File: src/rtl/decode_pkg.sv
// ----------------------------------------------------------------------------
// decode_pkg
// Shared definitions for the RV32I decode stage and the execute-stage ALU:
//   alu_op_e        4-bit ALU opcode consumed by execute
//   opa_sel_e       operand-A source select (rs1 / pc / zero)
//   opb_sel_e       operand-B source select (rs2 / imm)
//   imm_fmt_e       immediate format selected by imm_gen
//   decode_bundle_t registered bundle handed from decode to execute
//   OPC_*           RV32I major opcodes
//   alu_op_from_funct3  funct3 (+ alternate bit) -> ALU opcode
// ----------------------------------------------------------------------------
package decode_pkg;

    localparam int XLEN_W = 32;
    localparam int REG_AW = 5;

    typedef enum logic [3:0] {
        ALU_ADD  = 4'd0,
        ALU_SUB  = 4'd1,
        ALU_SLT  = 4'd2,
        ALU_SLTU = 4'd3,
        ALU_XOR  = 4'd4,
        ALU_OR   = 4'd5,
        ALU_AND  = 4'd6,
        ALU_SLL  = 4'd7,
        ALU_SRL  = 4'd8,
        ALU_SRA  = 4'd9
    } alu_op_e;

    typedef enum logic [1:0] {
        OPA_RS1  = 2'd0,
        OPA_PC   = 2'd1,
        OPA_ZERO = 2'd2
    } opa_sel_e;

    typedef enum logic {
        OPB_RS2 = 1'b0,
        OPB_IMM = 1'b1
    } opb_sel_e;

    typedef enum logic [2:0] {
        IMM_NONE = 3'd0,
        IMM_I    = 3'd1,
        IMM_S    = 3'd2,
        IMM_B    = 3'd3,
        IMM_U    = 3'd4,
        IMM_J    = 3'd5
    } imm_fmt_e;

    localparam logic [6:0] OPC_OP     = 7'b0110011;
    localparam logic [6:0] OPC_OP_IMM = 7'b0010011;
    localparam logic [6:0] OPC_LOAD   = 7'b0000011;
    localparam logic [6:0] OPC_STORE  = 7'b0100011;
    localparam logic [6:0] OPC_BRANCH = 7'b1100011;
    localparam logic [6:0] OPC_LUI    = 7'b0110111;
    localparam logic [6:0] OPC_AUIPC  = 7'b0010111;
    localparam logic [6:0] OPC_JAL    = 7'b1101111;
    localparam logic [6:0] OPC_JALR   = 7'b1100111;

    typedef struct packed {
        alu_op_e             alu_op;
        opa_sel_e            opa_sel;
        opb_sel_e            opb_sel;
        logic [XLEN_W-1:0]   imm;
        logic [REG_AW-1:0]   rs1_addr;
        logic [REG_AW-1:0]   rs2_addr;
        logic [REG_AW-1:0]   rd_addr;
        logic                rd_wren;
        logic                mem_rden;
        logic                mem_wren;
        logic                br_en;
        logic                jmp_en;
    } decode_bundle_t;

    // The alternate bit picks SUB over ADD and SRA over SRL; callers decide
    // whether instr[30] is meaningful for the instruction class.
    function automatic alu_op_e alu_op_from_funct3(input logic [2:0] funct3,
                                                   input logic       alt);
        case (funct3)
            3'b000:  return alt ? ALU_SUB : ALU_ADD;
            3'b001:  return ALU_SLL;
            3'b010:  return ALU_SLT;
            3'b011:  return ALU_SLTU;
            3'b100:  return ALU_XOR;
            3'b101:  return alt ? ALU_SRA : ALU_SRL;
            3'b110:  return ALU_OR;
            default: return ALU_AND;
        endcase
    endfunction

endpackage

File: src/rtl/imm_gen.sv
// ----------------------------------------------------------------------------
// imm_gen
// Combinational RV32I immediate generator. The format is chosen from the
// major opcode, then the instruction bits are scattered and sign-extended.
// Formats without an immediate (R-type, unknown opcodes) produce zero.
// Ports:
//   instr  in  32  instruction word
//   imm    out 32  sign-extended immediate (I/S/B/U/J)
// ----------------------------------------------------------------------------
module imm_gen
    import decode_pkg::*;
(
    input  logic [31:0] instr,
    output logic [31:0] imm
);

    imm_fmt_e fmt;

    // Map the major opcode to the immediate format it uses.
    always_comb begin
        fmt = IMM_NONE;
        case (instr[6:0])
            OPC_OP_IMM, OPC_LOAD, OPC_JALR: fmt = IMM_I;
            OPC_STORE:                      fmt = IMM_S;
            OPC_BRANCH:                     fmt = IMM_B;
            OPC_LUI, OPC_AUIPC:             fmt = IMM_U;
            OPC_JAL:                        fmt = IMM_J;
            default:                        fmt = IMM_NONE;
        endcase
    end

    // Assemble the immediate; B and J offsets are halfword-aligned so bit 0 is zero.
    always_comb begin
        imm = '0;
        case (fmt)
            IMM_I: imm = {{20{instr[31]}}, instr[31:20]};
            IMM_S: imm = {{20{instr[31]}}, instr[31:25], instr[11:7]};
            IMM_B: imm = {{19{instr[31]}}, instr[31], instr[7], instr[30:25], instr[11:8], 1'b0};
            IMM_U: imm = {instr[31:12], 12'b0};
            IMM_J: imm = {{11{instr[31]}}, instr[31], instr[19:12], instr[20], instr[30:21], 1'b0};
            default: imm = '0;
        endcase
    end

endmodule

File: src/rtl/decode_stage.sv
// ----------------------------------------------------------------------------
// decode_stage
// Registered RV32I decode stage between fetch and execute. One instruction is
// decoded per accepted valid/ready handshake; the bundle is held while execute
// stalls and i_flush kills both the held and the incoming instruction.
// Optional feature macro: DECODE_ILLEGAL_CHK_EN adds o_illegal, registered with
// the bundle; when undefined, unknown encodings decode as a NOP.
// Ports:
//   i_clk, i_rst_n             clock (rising edge), async active-low reset
//   i_valid / o_ready          fetch handshake carrying i_instr / i_pc
//   i_flush                    branch redirect, drops held and incoming instr
//   o_valid / i_ready          execute handshake for the decoded bundle
//   o_pc                       registered pc
//   o_alu_op                   ALU opcode (decode_pkg::alu_op_e)
//   o_opa_sel / o_opb_sel      operand selects
//   o_imm                      sign-extended immediate
//   o_rs1_addr/o_rs2_addr/o_rd_addr  register addresses
//   o_rd_wren                  writeback enable (never for x0)
//   o_mem_rden / o_mem_wren    load / store
//   o_br_en / o_jmp_en         conditional branch / JAL-JALR
//   o_illegal                  illegal encoding (only with DECODE_ILLEGAL_CHK_EN)
// ----------------------------------------------------------------------------
module decode_stage
    import decode_pkg::*;
#(
    parameter int XLEN  = 32,
    parameter int RF_AW = 5
) (
    input  logic             i_clk,
    input  logic             i_rst_n,
    input  logic             i_valid,
    output logic             o_ready,
    input  logic [31:0]      i_instr,
    input  logic [XLEN-1:0]  i_pc,
    input  logic             i_flush,
    output logic             o_valid,
    input  logic             i_ready,
    output logic [XLEN-1:0]  o_pc,
    output logic [3:0]       o_alu_op,
    output logic [1:0]       o_opa_sel,
    output logic             o_opb_sel,
    output logic [XLEN-1:0]  o_imm,
    output logic [RF_AW-1:0] o_rs1_addr,
    output logic [RF_AW-1:0] o_rs2_addr,
    output logic [RF_AW-1:0] o_rd_addr,
    output logic             o_rd_wren,
    output logic             o_mem_rden,
    output logic             o_mem_wren,
    output logic             o_br_en,
`ifdef DECODE_ILLEGAL_CHK_EN
    output logic             o_illegal,
`endif
    output logic             o_jmp_en
);

    logic [6:0]        opcode;
    logic [2:0]        funct3;
    logic [31:0]       imm;
    logic              accept;
    decode_bundle_t    dec;
    decode_bundle_t    bundle_q;
    logic [XLEN-1:0]   pc_q;
    logic              valid_q;
`ifdef DECODE_ILLEGAL_CHK_EN
    logic [6:0]        funct7;
    logic              illegal;
    logic              illegal_q;
`endif

    assign opcode = i_instr[6:0];
    assign funct3 = i_instr[14:12];
`ifdef DECODE_ILLEGAL_CHK_EN
    assign funct7 = i_instr[31:25];
`endif

    imm_gen u_imm_gen (
        .instr (i_instr),
        .imm   (imm)
    );

    // Decode the incoming word into a bundle. Defaults describe a NOP
    // (ADD rs1, rs2 with every enable low) so unknown opcodes fall out as one.
    always_comb begin
        dec          = '0;
        dec.alu_op   = ALU_ADD;
        dec.opa_sel  = OPA_RS1;
        dec.opb_sel  = OPB_RS2;
        dec.imm      = imm;
        dec.rs1_addr = i_instr[19:15];
        dec.rs2_addr = i_instr[24:20];
        dec.rd_addr  = i_instr[11:7];
`ifdef DECODE_ILLEGAL_CHK_EN
        illegal      = 1'b0;
`endif
        case (opcode)
            OPC_OP: begin
                dec.alu_op  = alu_op_from_funct3(funct3, i_instr[30]);
                dec.rd_wren = 1'b1;
`ifdef DECODE_ILLEGAL_CHK_EN
                if (funct7 != 7'h00 && funct7 != 7'h20)
                    illegal = 1'b1;
                if (funct7 == 7'h20 && funct3 != 3'b000 && funct3 != 3'b101)
                    illegal = 1'b1;
`endif
            end
            OPC_OP_IMM: begin
                // instr[30] is part of the immediate for ADDI etc.; it only
                // selects the arithmetic shift for SRLI/SRAI.
                dec.alu_op  = alu_op_from_funct3(funct3, i_instr[30] && (funct3 == 3'b101));
                dec.opb_sel = OPB_IMM;
                dec.rd_wren = 1'b1;
`ifdef DECODE_ILLEGAL_CHK_EN
                if (funct3 == 3'b001 && funct7 != 7'h00)
                    illegal = 1'b1;
                if (funct3 == 3'b101 && funct7 != 7'h00 && funct7 != 7'h20)
                    illegal = 1'b1;
`endif
            end
            OPC_LOAD: begin
                dec.opb_sel  = OPB_IMM;
                dec.rd_wren  = 1'b1;
                dec.mem_rden = 1'b1;
            end
            OPC_STORE: begin
                dec.opb_sel  = OPB_IMM;
                dec.mem_wren = 1'b1;
            end
            OPC_BRANCH: begin
                dec.opa_sel = OPA_PC;
                dec.opb_sel = OPB_IMM;
                dec.br_en   = 1'b1;
            end
            OPC_LUI: begin
                dec.opa_sel = OPA_ZERO;
                dec.opb_sel = OPB_IMM;
                dec.rd_wren = 1'b1;
            end
            OPC_AUIPC: begin
                dec.opa_sel = OPA_PC;
                dec.opb_sel = OPB_IMM;
                dec.rd_wren = 1'b1;
            end
            OPC_JAL: begin
                dec.opa_sel = OPA_PC;
                dec.opb_sel = OPB_IMM;
                dec.rd_wren = 1'b1;
                dec.jmp_en  = 1'b1;
            end
            OPC_JALR: begin
                dec.opb_sel = OPB_IMM;
                dec.rd_wren = 1'b1;
                dec.jmp_en  = 1'b1;
            end
            default: begin
`ifdef DECODE_ILLEGAL_CHK_EN
                illegal = 1'b1;
`endif
            end
        endcase
`ifdef DECODE_ILLEGAL_CHK_EN
        // An illegal instruction must not have any architectural side effect.
        if (illegal) begin
            dec.rd_wren  = 1'b0;
            dec.mem_rden = 1'b0;
            dec.mem_wren = 1'b0;
            dec.br_en    = 1'b0;
            dec.jmp_en   = 1'b0;
        end
`endif
        if (dec.rd_addr == '0)
            dec.rd_wren = 1'b0;
    end

    // Skid-free handshake: a new word can enter whenever the slot is empty or
    // being drained this cycle. A flush drops whatever arrives alongside it.
    assign o_ready = !valid_q || i_ready;
    assign accept  = i_valid && o_ready && !i_flush;

    // Pipeline register. Flush has priority over both capture and stall;
    // a stall simply leaves every register untouched.
    always_ff @(posedge i_clk or negedge i_rst_n) begin
        if (!i_rst_n) begin
            valid_q   <= 1'b0;
            bundle_q  <= '0;
            pc_q      <= '0;
`ifdef DECODE_ILLEGAL_CHK_EN
            illegal_q <= 1'b0;
`endif
        end else if (i_flush) begin
            valid_q   <= 1'b0;
        end else if (accept) begin
            valid_q   <= 1'b1;
            bundle_q  <= dec;
            pc_q      <= i_pc;
`ifdef DECODE_ILLEGAL_CHK_EN
            illegal_q <= illegal;
`endif
        end else if (i_ready) begin
            valid_q   <= 1'b0;
        end
    end

    assign o_valid    = valid_q;
    assign o_pc       = pc_q;
    assign o_alu_op   = bundle_q.alu_op;
    assign o_opa_sel  = bundle_q.opa_sel;
    assign o_opb_sel  = bundle_q.opb_sel;
    assign o_imm      = bundle_q.imm;
    assign o_rs1_addr = bundle_q.rs1_addr;
    assign o_rs2_addr = bundle_q.rs2_addr;
    assign o_rd_addr  = bundle_q.rd_addr;
    assign o_rd_wren  = bundle_q.rd_wren;
    assign o_mem_rden = bundle_q.mem_rden;
    assign o_mem_wren = bundle_q.mem_wren;
    assign o_br_en    = bundle_q.br_en;
    assign o_jmp_en   = bundle_q.jmp_en;
`ifdef DECODE_ILLEGAL_CHK_EN
    assign o_illegal  = illegal_q;
`endif

endmodule
File: config.mk
export PLATFORM = sky130hd
export DESIGN_NAME = decode_stage
export DESIGN_NICKNAME = d
export VERILOG_FILES = /design/src/rtl/decode_pkg.sv /design/src/rtl/imm_gen.sv /design/src/rtl/decode_stage.sv
export SDC_FILE = /design/constraint.sdc
export NUM_CORES = 1
export LEC_CHECK = 0
export ABC_AREA = 1
export BUFFER_PORTS_ARGS = -buffer_cell sky130_fd_sc_hd__buf_2
export CORE_ASPECT_RATIO = 1.5
export CORE_MARGIN = 2
export CORE_UTILIZATION = 54
export CTS_CLUSTER_SIZE = 12
export DETAILED_ROUTE_END_ITERATION = 10
export GPL_TIMING_DRIVEN = 0
export HOLD_SLACK_MARGIN = 0.12
export PLACE_DENSITY = 0.87
export SYNTH_ARGS = -nofsm -noshare
export SYNTH_HDL_FRONTEND = slang
export SYNTH_HIERARCHICAL = 1
export SYNTH_SLANG_ARGS = --single-unit
export TNS_END_PERCENT = 5
File: constraint.sdc
create_clock -name i_clk -period 2.76 [get_ports i_clk]
set_input_delay 0.276 -clock i_clk [delete_from_list [all_inputs] [get_ports i_clk]]
set_output_delay 0.276 -clock i_clk [all_outputs]
set_load 0.01 [all_outputs]
; Yosys cells after proc, flatten, opt, wreduce, memory -nomap -nowiden
; Index checks and enable logic that the tools add are counted.
[op_classes]
n_mux = 20
bitwise_logic = 1
n_eq_ne = 20
reduce_logical = 16
[op_table]
columns = operator, n
row1 = 32-bit case mux with 5 select lines, 1
row2 = 4-bit case mux with 7 select lines, 2
row3 = "7-bit by 6-bit equality test with 1-bit output, second input constant", 3
row4 = "7-bit equality test, second input constant", 3
row5 = "3-bit equality test, second input constant", 5
row6 = 3-bit case mux with 5 select lines, 1
row7 = "7-bit by 5-bit equality test with 1-bit output, second input constant", 2
row8 = 1-bit 2-to-1 mux, 14
row9 = "3-bit by 2-bit equality test with 1-bit output, second input constant", 4
row10 = 4-bit case mux with 2 select lines, 1
row11 = 8-bit OR reduction, 1
row12 = "7-bit by 2-bit equality test with 1-bit output, second input constant", 1
row13 = 7-bit OR reduction, 1
row14 = "3-bit by 1-bit equality test with 1-bit output, second input constant", 2
row15 = 3-bit OR reduction, 2
row16 = 5-bit logical NOT, 1
row17 = 2-bit case mux with 2 select lines, 1
row18 = 2-bit OR reduction, 2
row19 = 1-bit logical AND, 3
row20 = 3-bit logical NOT, 1
row21 = 3-bit nonzero test, 1
row22 = 1-bit logical NOT, 2
row23 = 2-bit AND reduction, 1
row24 = 1-bit logical OR, 1
row25 = 1-bit inverter, 1
[totals]
inputBits = 69
regBits = 92
word_cells = 71

; Longest topological paths before layout
; Gate-level depths: netlist of the first run.
[logic_depth]
ltp_word = 6
mapped_depth = 10
depth_no_buf = 9

; Cells and area by module
; Netlist of the first run, hierarchy kept.
[modules_own_cells]
columns = module, instances, area_each_um2, cells_per_inst
row1 = decode_stage, 1, 3712.3, 431
row2 = imm_gen, 1, 739.5, 162

; Least setup slack after synthesis of the first run
; No wires, ideal clock.
[synth_timing]
path_type = input to register
startpoint = in i_instr[4]
endpoint = reg bundle_q (netlist bit o_imm[20])
path_stages = 10
path_slack_ps = 1561
required_time_ps = 2695
t_arrival_ps = 1134
path_cell_list = inv_1 -> nand2_2 -> nor2_8 -> nand2_4 -> nand3_2 -> nand2_2 -> buf_6 -> nand2_1 -> nand2_1 -> nand2_1
[synth_rtl]
columns = element, line_no
row1 = from (decl), decode_stage.sv:33  ; input logic [31:0] i_instr,
row2 = to (signal assigned), decode_stage.sv:184  ; bundle_q <= '0;
row3 = to (signal assigned), decode_stage.sv:193  ; bundle_q <= dec;
row4 = to (decl), decode_stage.sv:61  ; decode_bundle_t bundle_q;

; Final worst setup path of the first run
[layout_timing]
startpoint = in i_flush
endpoint = reg pc_q[28] (netlist: o_pc[28])
[layout_via]
elab_chain_cells = 3
word_cells_on_any_way = 4
cone_classes = bitwise: 1 / reduce/logical: 3
[layout_rtl]
columns = element, line_no
row1 = from (decl), decode_stage.sv:35  ; input logic i_flush,
row2 = 1-bit logical NOT, decode_stage.sv:177  ; assign accept = i_valid && o_ready && !i_flush;
row3 = 1-bit logical AND, decode_stage.sv:177
row4 = 2-bit AND reduction (no line) (*), -
row5 = to (signal assigned), decode_stage.sv:194  ; pc_q <= i_pc;
row6 = to (decl), decode_stage.sv:62  ; logic [XLEN-1:0] pc_q;
; Every way passes the cells marked *; elsewhere a longest branch is shown, timed or not.
; A chain may end at the register's enable or synchronous reset.

==> run_results.csv, run 1 <==
group,metric,value,unit
die,start_util,55.6,%
critical_path,r2r_start,"o_valid$_DFFE_PN0P_",
power_and_ir_drop,power_switching,867,uW
critical_path,rrSetupSlack,1.49,ns
cells_and_area,nets,837,
power_and_ir_drop,swShare,26.5,%
synthesis,ys_top_cells_by_count,"nand2_1 (322), dfrtp_1 (92), nand3_1 (44)",
critical_path,critPathCaptureType,"flip-flop",
grt,first_global_vias,4307,
cells_and_area,seq_area,2300,um2
critical_path,r2r_end,"o_pc[28]$_DFFE_PN0P_",
grt,grt_max_degree,61,
clock_tree,cts_buffers,9,
route,dr_total_vias,4388,
sta,finalMaxSlewViolations,0,
sta,final-hold-violation-count,0,
critical_path,crit_fanout,10,
critical_path,cp.arrival,1.79,ns
route,ant_nets,0,
die,fp.dieArea,9000,um2
critical_path,crit_type,"in2reg",
route,dr_wl_met3,739,um
route,drt_iter0_drc,244,
synthesis,synth_top_cell_by_area,"dfrtp_1",
sta,skew,0.00426,ns
grt,grt_pass1_wl,19.5,mm
synthesis,synthFlopType,"dfrtp_1",
die,dieHeight,115,um
power_and_ir_drop,p_leak,0.00361,uW
grt,track_usage,27.5,%
synthesis,async_reset_ff_share,100,%
route,dr_wl_met2,5.98,mm
cells_and_area,antennaDiodeCount,0,
route,drc_errors,0,
cells_and_area,layout-drive-gt1-share,27.7,%
clock_tree,cts_tree,"built",
cells_and_area,area_growth,28.6,%
die,rows,40,
run_status,status,"completed",
synthesis,ys_warn_count,6,
sta,min_period,1.52,ns
critical_path,reg2reg_depth,7,
cells_and_area,fin_util,71.5,%
power_and_ir_drop,p_int,2410,uW
synthesis,synth.most_common_cell,"nand2_1",
sta,setup_tns,0,ns
synthesis,syn_area,4450,um2
critical_path,cp.required,3.03,ns
sta,slew_headroom,63.9,%
synthesis,synth-edff-count,0,
sta,tightestPinTransition,0.539,ns
grt,grt.overflow.total,0,
power_and_ir_drop,pwr-share-seq,46.8,%
clock_tree,cts_setup_buffers,0,
power_and_ir_drop,power.density,572,nW/um2
place,dp_hpwl,9.00,mm
critical_path,start_kind,"primary input",
clock_tree,cts_root_buf,"clkbuf_16",
synthesis,synth_top_area_share,51.7,%
clock_tree,postCtsHoldBufs,2,
die,core,8010,um2
synthesis,synth_cells,593,
route,via_per_inst,5.00,
flow_run,max_cap_violations,0,
power_and_ir_drop,p_comb_share,16.8,%
sta,setup_viol,0,
cells_and_area,multi_input_area,1830,um2
worst_hold_path,hold_class,"in2reg",
route,drt_wl_total,11.8,mm
critical_path,crit_end,"o_pc[28]$_DFFE_PN0P_",
synthesis,ys_ff_latch,92,
sta,fin_crit_sh,55.2,%
cells_and_area,fill_cells,669,
synthesis,synth_area_leaders,"dfrtp_1 (52%), nand2_1 (27%), nand3_1 (4.9%), inv_1 (3.1%), nor2_1 (2.1%)",
route,first_pass_iters,5,
route,maxUsedRoutingLayer,"met4",
die,die_x,78.1,um
sta,fmax,657,MHz
clock_tree,clkTransAtPathRegs,0.06,ns
cells_and_area,layoutNonFillerInstCount,877,
place,place_inst,860,
route,wl_met1,4.65,mm
grt,antenna_found_initial,0,
synthesis,synth_cell_types,26,
clock_tree,clock_sinks,92,
power_and_ir_drop,vdd_drop_max,0.325,mV
power_and_ir_drop,p_clk_share,36.3,%
critical_path,startpoint,"i_flush",
clock_tree,insertion_delay,0.34,ns
place,port-buffer-count,161,
sta,setup_slack,1.24,ns
place,gp_congestion,0.961,
clock_tree,h-tree-depth,3,
route,wire_per_inst,13.5,um
die,pin_count,162,
place,pre_cts_ws,1.21,ns
sta,rsz0062_at_grt,"false",
synthesis,synth_nets,662,
clock_tree,clock_path_buffers,2,
clock_tree,cts.repair.resized,0,
synthesis,synth_seq_area_share,51.7,%
synthesis,syn_avg_cell_area,7.51,um2
==> area by class of cell <==
cell class,count,share of cell area (%)
Tap cell,105,2.30
Clock buffer,13,4.37
Buffer,23,2.89
Sequential cell,92,40.2
Inverter,41,2.69
Multi-Input combinational cell,437,32.0
Clock inverter,2,0.612
Timing Repair Buffer,164,15.0
==> worst min path at each step <==
| stage | start | to | slack (ns) | cells past startpoint |
|---|---|---|---|---|
| after global placement | i_flush | o_valid$_DFFE_PN0P_ | 0.45 | 2 |
| after floorplan | i_rst_n | o_alu_op[0]$_DFFE_PN0P_ | -0.02 | 0 |
| after detailed placement | i_rst_n | o_pc[27]$_DFFE_PN0P_ | 0.25 | 1 |
| final | i_pc[27] | o_pc[27]$_DFFE_PN0P_ | 0.13 | 3 |
| after CTS | i_pc[26] | o_pc[26]$_DFFE_PN0P_ | 0.13 | 3 |
| after global routing | i_pc[20] | o_pc[20]$_DFFE_PN0P_ | 0.13 | 3 |
==> power by group through the flow <==
stage	clock [uW]	sequential, uW	combinational (uW)
5_1_grt	1270	1550	613
3_3_place_gp	0	1550	530
4_1_cts	1210	1530	555
3_5_place_dp	0	1560	549
6_report	1190	1540	551
2_1_floorplan	0	1620	203
==> layer usage <==
| layer | global-route usage [%] | up-vias |
|---|---|---|
| met5 | 0 | - |
| met4 | 15.0 | 0 |
| met3 | 4.79 | 40 |
| met2 | 48.6 | 167 |
| met1 | 31.7 | 2006 |
| li1 | - | 2175 |
==> flip-flops by register name (all words and copies together), names as in the netlist <==
register and flops:
o_alu_op 4, o_br_en 1, o_imm 32, o_jmp_en 1, o_mem_rden 1, o_mem_wren 1
o_opa_sel 2, o_opb_sel 1, o_pc 32, o_rd_addr 5, o_rd_wren 1, o_rs1_addr 5
o_rs2_addr 5, o_valid 1
==> placed cells by master, fill, tap and decap left out <==
master / netlist / routed
nor3_1: 2 / 2
nand3_2: 1 / 1
nor2_2: 1 / 1
a21oi_1: 2 / 2
clkinv_2: 0 / 1
bufinv_16: 0 / 1
o21ai_0: 17 / 17
clkbuf_1: 1 / 4
nand3_1: 44 / 44
a31oi_1: 1 / 1
nand4_1: 5 / 5
o21ai_1: 1 / 1
buf_6: 8 / 8
dlygate4sd3_1: 0 / 2
inv_1: 37 / 37
nand2_1: 322 / 322
buf_2: 12 / 172
nor2_1: 25 / 25
clkbuf_8: 0 / 1
clkbuf_16: 0 / 9
nor2_8: 1 / 1
o21a_1: 1 / 1
nand2_2: 7 / 7
buf_16: 0 / 1
nand2_4: 2 / 2
inv_2: 4 / 4
dfrtp_1: 92 / 92
nor2_4: 3 / 3
xor2_1: 1 / 1
buf_4: 1 / 2
buf_1: 1 / 1
o31ai_1: 1 / 1
==> cells by family after synthesis <==
family          after synthesis  share of synthesized area [%]
buf+inv                      64                           7.17
simple gates                413                           38.2
compound gates               23                           2.73
xor+xnor                      1                          0.197
flops                        92                           51.7
==> worst max-delay path: stages <==
cell	delay, ns
dlygate4sd3_1	0.55
buf_2	0.14
nor2_2	0.10
nand2_2	0.13
inv_2	0.11
buf_6	0.17
buf_6	0.15
nand2_1	0.07
nand2_1	0.08
==> metrics by stage <==
step	instance area, um2	hold slack, ns	total power, uW
2_1_floorplan	4450	-0.0196	1820
3_3_place_gp	5390	0.450	2080
3_5_place_dp	5420	0.251	2110
4_1_cts	5720	0.129	3300
5_1_grt	5720	0.131	3430
6_report	5720	0.134	3280
No activity file was read; power rests on OpenSTA's default activity.
==> run 2: changes to the inputs <==
--- a/config.mk
+++ b/config.mk
@@ -9,12 +9,12 @@
 export BUFFER_PORTS_ARGS = -buffer_cell sky130_fd_sc_hd__buf_2
 export CORE_ASPECT_RATIO = 1.5
 export CORE_MARGIN = 2
-export CORE_UTILIZATION = 54
+export CORE_UTILIZATION = 50
 export CTS_CLUSTER_SIZE = 12
 export DETAILED_ROUTE_END_ITERATION = 10
 export GPL_TIMING_DRIVEN = 0
 export HOLD_SLACK_MARGIN = 0.12
-export PLACE_DENSITY = 0.87
+export PLACE_DENSITY = 0.82
 export SYNTH_ARGS = -nofsm -noshare
 export SYNTH_HDL_FRONTEND = slang
 export SYNTH_HIERARCHICAL = 1
==> constraint.sdc (replaced) <==
create_clock -name i_clk -period 1.55 [get_ports i_clk]
set_input_delay 0.155 -clock i_clk [delete_from_list [all_inputs] [get_ports i_clk]]
set_output_delay 0.155 -clock i_clk [all_outputs]
set_load 0.01 [all_outputs]
==> run 2 against run 1 <==
Effect of this change:
- sequential power up 78%
- power grew 90%
- wire length grew 6.7%
- register-to-register slack lost 1.2 ns
- core utilization increased by 0.37 points
- critical path depth is 1 lower
- final area increased by 9.5%
- sequential cell count unchanged
==> run_results.csv, run 2 (synthesis results as in run 1) <==
group,metric,value,unit
sta,slew_headroom,63.8,%
run_status,status,"completed",
critical_path,crit_fanout,10,
critical_path,crit_type,"in2reg",
place,port-buffer-count,161,
place,gp_congestion,0.896,
sta,min_period,1.38,ns
flow_run,max_cap_violations,0,
sta,tightestPinTransition,0.541,ns
grt,first_global_vias,4515,
route,ant_nets,0,
sta,skew,0.00383,ns
cells_and_area,stdcell_area,6270,um2
sta,fin_hold_ws,0.147,ns
die,core,8720,um2
clock_tree,cts_buffers,9,
grt,grt_max_degree,76,
route,via_per_inst,4.90,
die,rows,42,
clock_tree,h-tree-depth,3,
place,dp_hpwl,9.07,mm
route,first_pass_iters,5,
route,wire_per_inst,13.5,um
die,start_util,51.0,%
sta,final-hold-violation-count,0,
critical_path,rrSetupSlack,0.28,ns
cells_and_area,area_growth,40.8,%
cells_and_area,layout_commonest_cell,"nand2_1",
critical_path,start_kind,"primary input",
sta,finalMaxSlewViolations,0,
critical_path,critPathCaptureType,"flip-flop",
die,dieHeight,120,um
clock_tree,cts_tree,"built",
critical_path,cp.required,1.82,ns
clock_tree,cts_root_buf,"clkbuf_16",
sta,rsz0062_at_grt,"false",
die,die_x,81.0,um
power_and_ir_drop,p_leak,0.00384,uW
sta,setup_viol,0,
grt,grt_pass1_wl,20.2,mm
power_and_ir_drop,vdd_drop_max,0.606,mV
cells_and_area,layout-drive-gt1-share,26.4,%
route,drt_wl_total,12.6,mm
route,drc_errors,0,
clock_tree,clock_sinks,92,
place,place_area,5430,um2
die,pin_count,162,
route,drt_iter0_drc,266,
power_and_ir_drop,power.density,995,nW/um2
sta,fin_crit_sh,89.1,%
route,dr_total_vias,4576,
clock_tree,clock_path_buffers,2,
cells_and_area,nets,885,
sta,fmax,724,MHz
critical_path,cp.arrival,1.66,ns
grt,antenna_found_initial,2,
grt,grt.overflow.total,0,
die,fp.dieArea,9690,um2
worst_hold_path,hold_class,"in2reg",
clock_tree,clkTransAtPathRegs,0.06,ns
cells_and_area,fin_util,71.9,%
grt,track_usage,26.9,%
cells_and_area,final_cell_mix,"nand2_1 (322), buf_2 (172), dfrtp_1 (92), dlygate4sd3_1 (50), nand3_1 (44)",
clock_tree,insertion_delay,0.34,ns
==> run 2: changes by cell type in the layout (fill, tap and decap cells not counted) <==
cell,before,now
bufinv_16,1,2
clkbuf_1,4,2
clkbuf_8,1,3
clkinv_2,1,0
clkinvlp_4,0,1
diode_2,0,2
dlygate4sd3_1,2,50
==> run 2: area by class of cell <==
cell class,instances,area [um2]
fill,684,2450
multi-input combinational,437,1830
clock inverter,3,67.6
clock buffer,13,270
sequential,92,2300
buffer,23,165
inverter,41,154
antenna,2,5.00
timing repair buffer,212,1340
tap,110,138
==> run 2: worst paths after layout <==
path / startpoint / endpoint / cells past startpoint
max: i_flush / o_opa_sel[1]$_DFFE_PN0P_ / 8
min: i_instr[5] / o_mem_wren$_DFFE_PN0P_ / 3
max reg2reg: o_valid$_DFFE_PN0P_ / o_opa_sel[1]$_DFFE_PN0P_ / 6
min reg2reg: o_pc[8]$_DFFE_PN0P_ / o_pc[8]$_DFFE_PN0P_ / 2
max in group asynchronous: i_rst_n / o_imm[5]$_DFFE_PN0P_ / 3
min in group asynchronous: i_rst_n / o_pc[24]$_DFFE_PN0P_ / 2
==> run 2: critical path: stages <==
cell	delay, ns
dlygate4sd3_1	0.54
buf_2	0.13
nor2_2	0.11
nand2_2	0.13
inv_2	0.12
buf_2	0.25
nand3_1	0.13
nand2_1	0.08
==> run 2: report_power, final <==
part,total [uW],switching (uW),internal (uW)
Combinational,1090,622,464
Sequential,2740,116,2620
Clock,2410,868,1540
Total,6240,1610,4630
==> run 2: stage by stage <==
step	TNS, ns	power (uW)	std cells	worst slack, ns
floorplan	0	3250	593	0.407
global route	0	6530	933	0.0336
finish	0	6240	933	0.168
detailed placement	0	3760	865	0.121
global placement	-36.83	3710	864	-0.408
CTS	0	6270	931	0.183
==> run 2: per-layer routing <==
metal,track usage [%],wire length (um),vias to the layer above
met5,0,0,-
met1,29.8,4900,2101
met3,5.11,748,38
li1,-,-,2268
met4,16.1,567,0
met2,46.5,6420,169
==> run 2: timing repair <==
action	in CTS	in global routing
hold buffers	50	0
resized for setup	0	0
endpoints found under the hold margin	140	0
buffers inserted	0	0
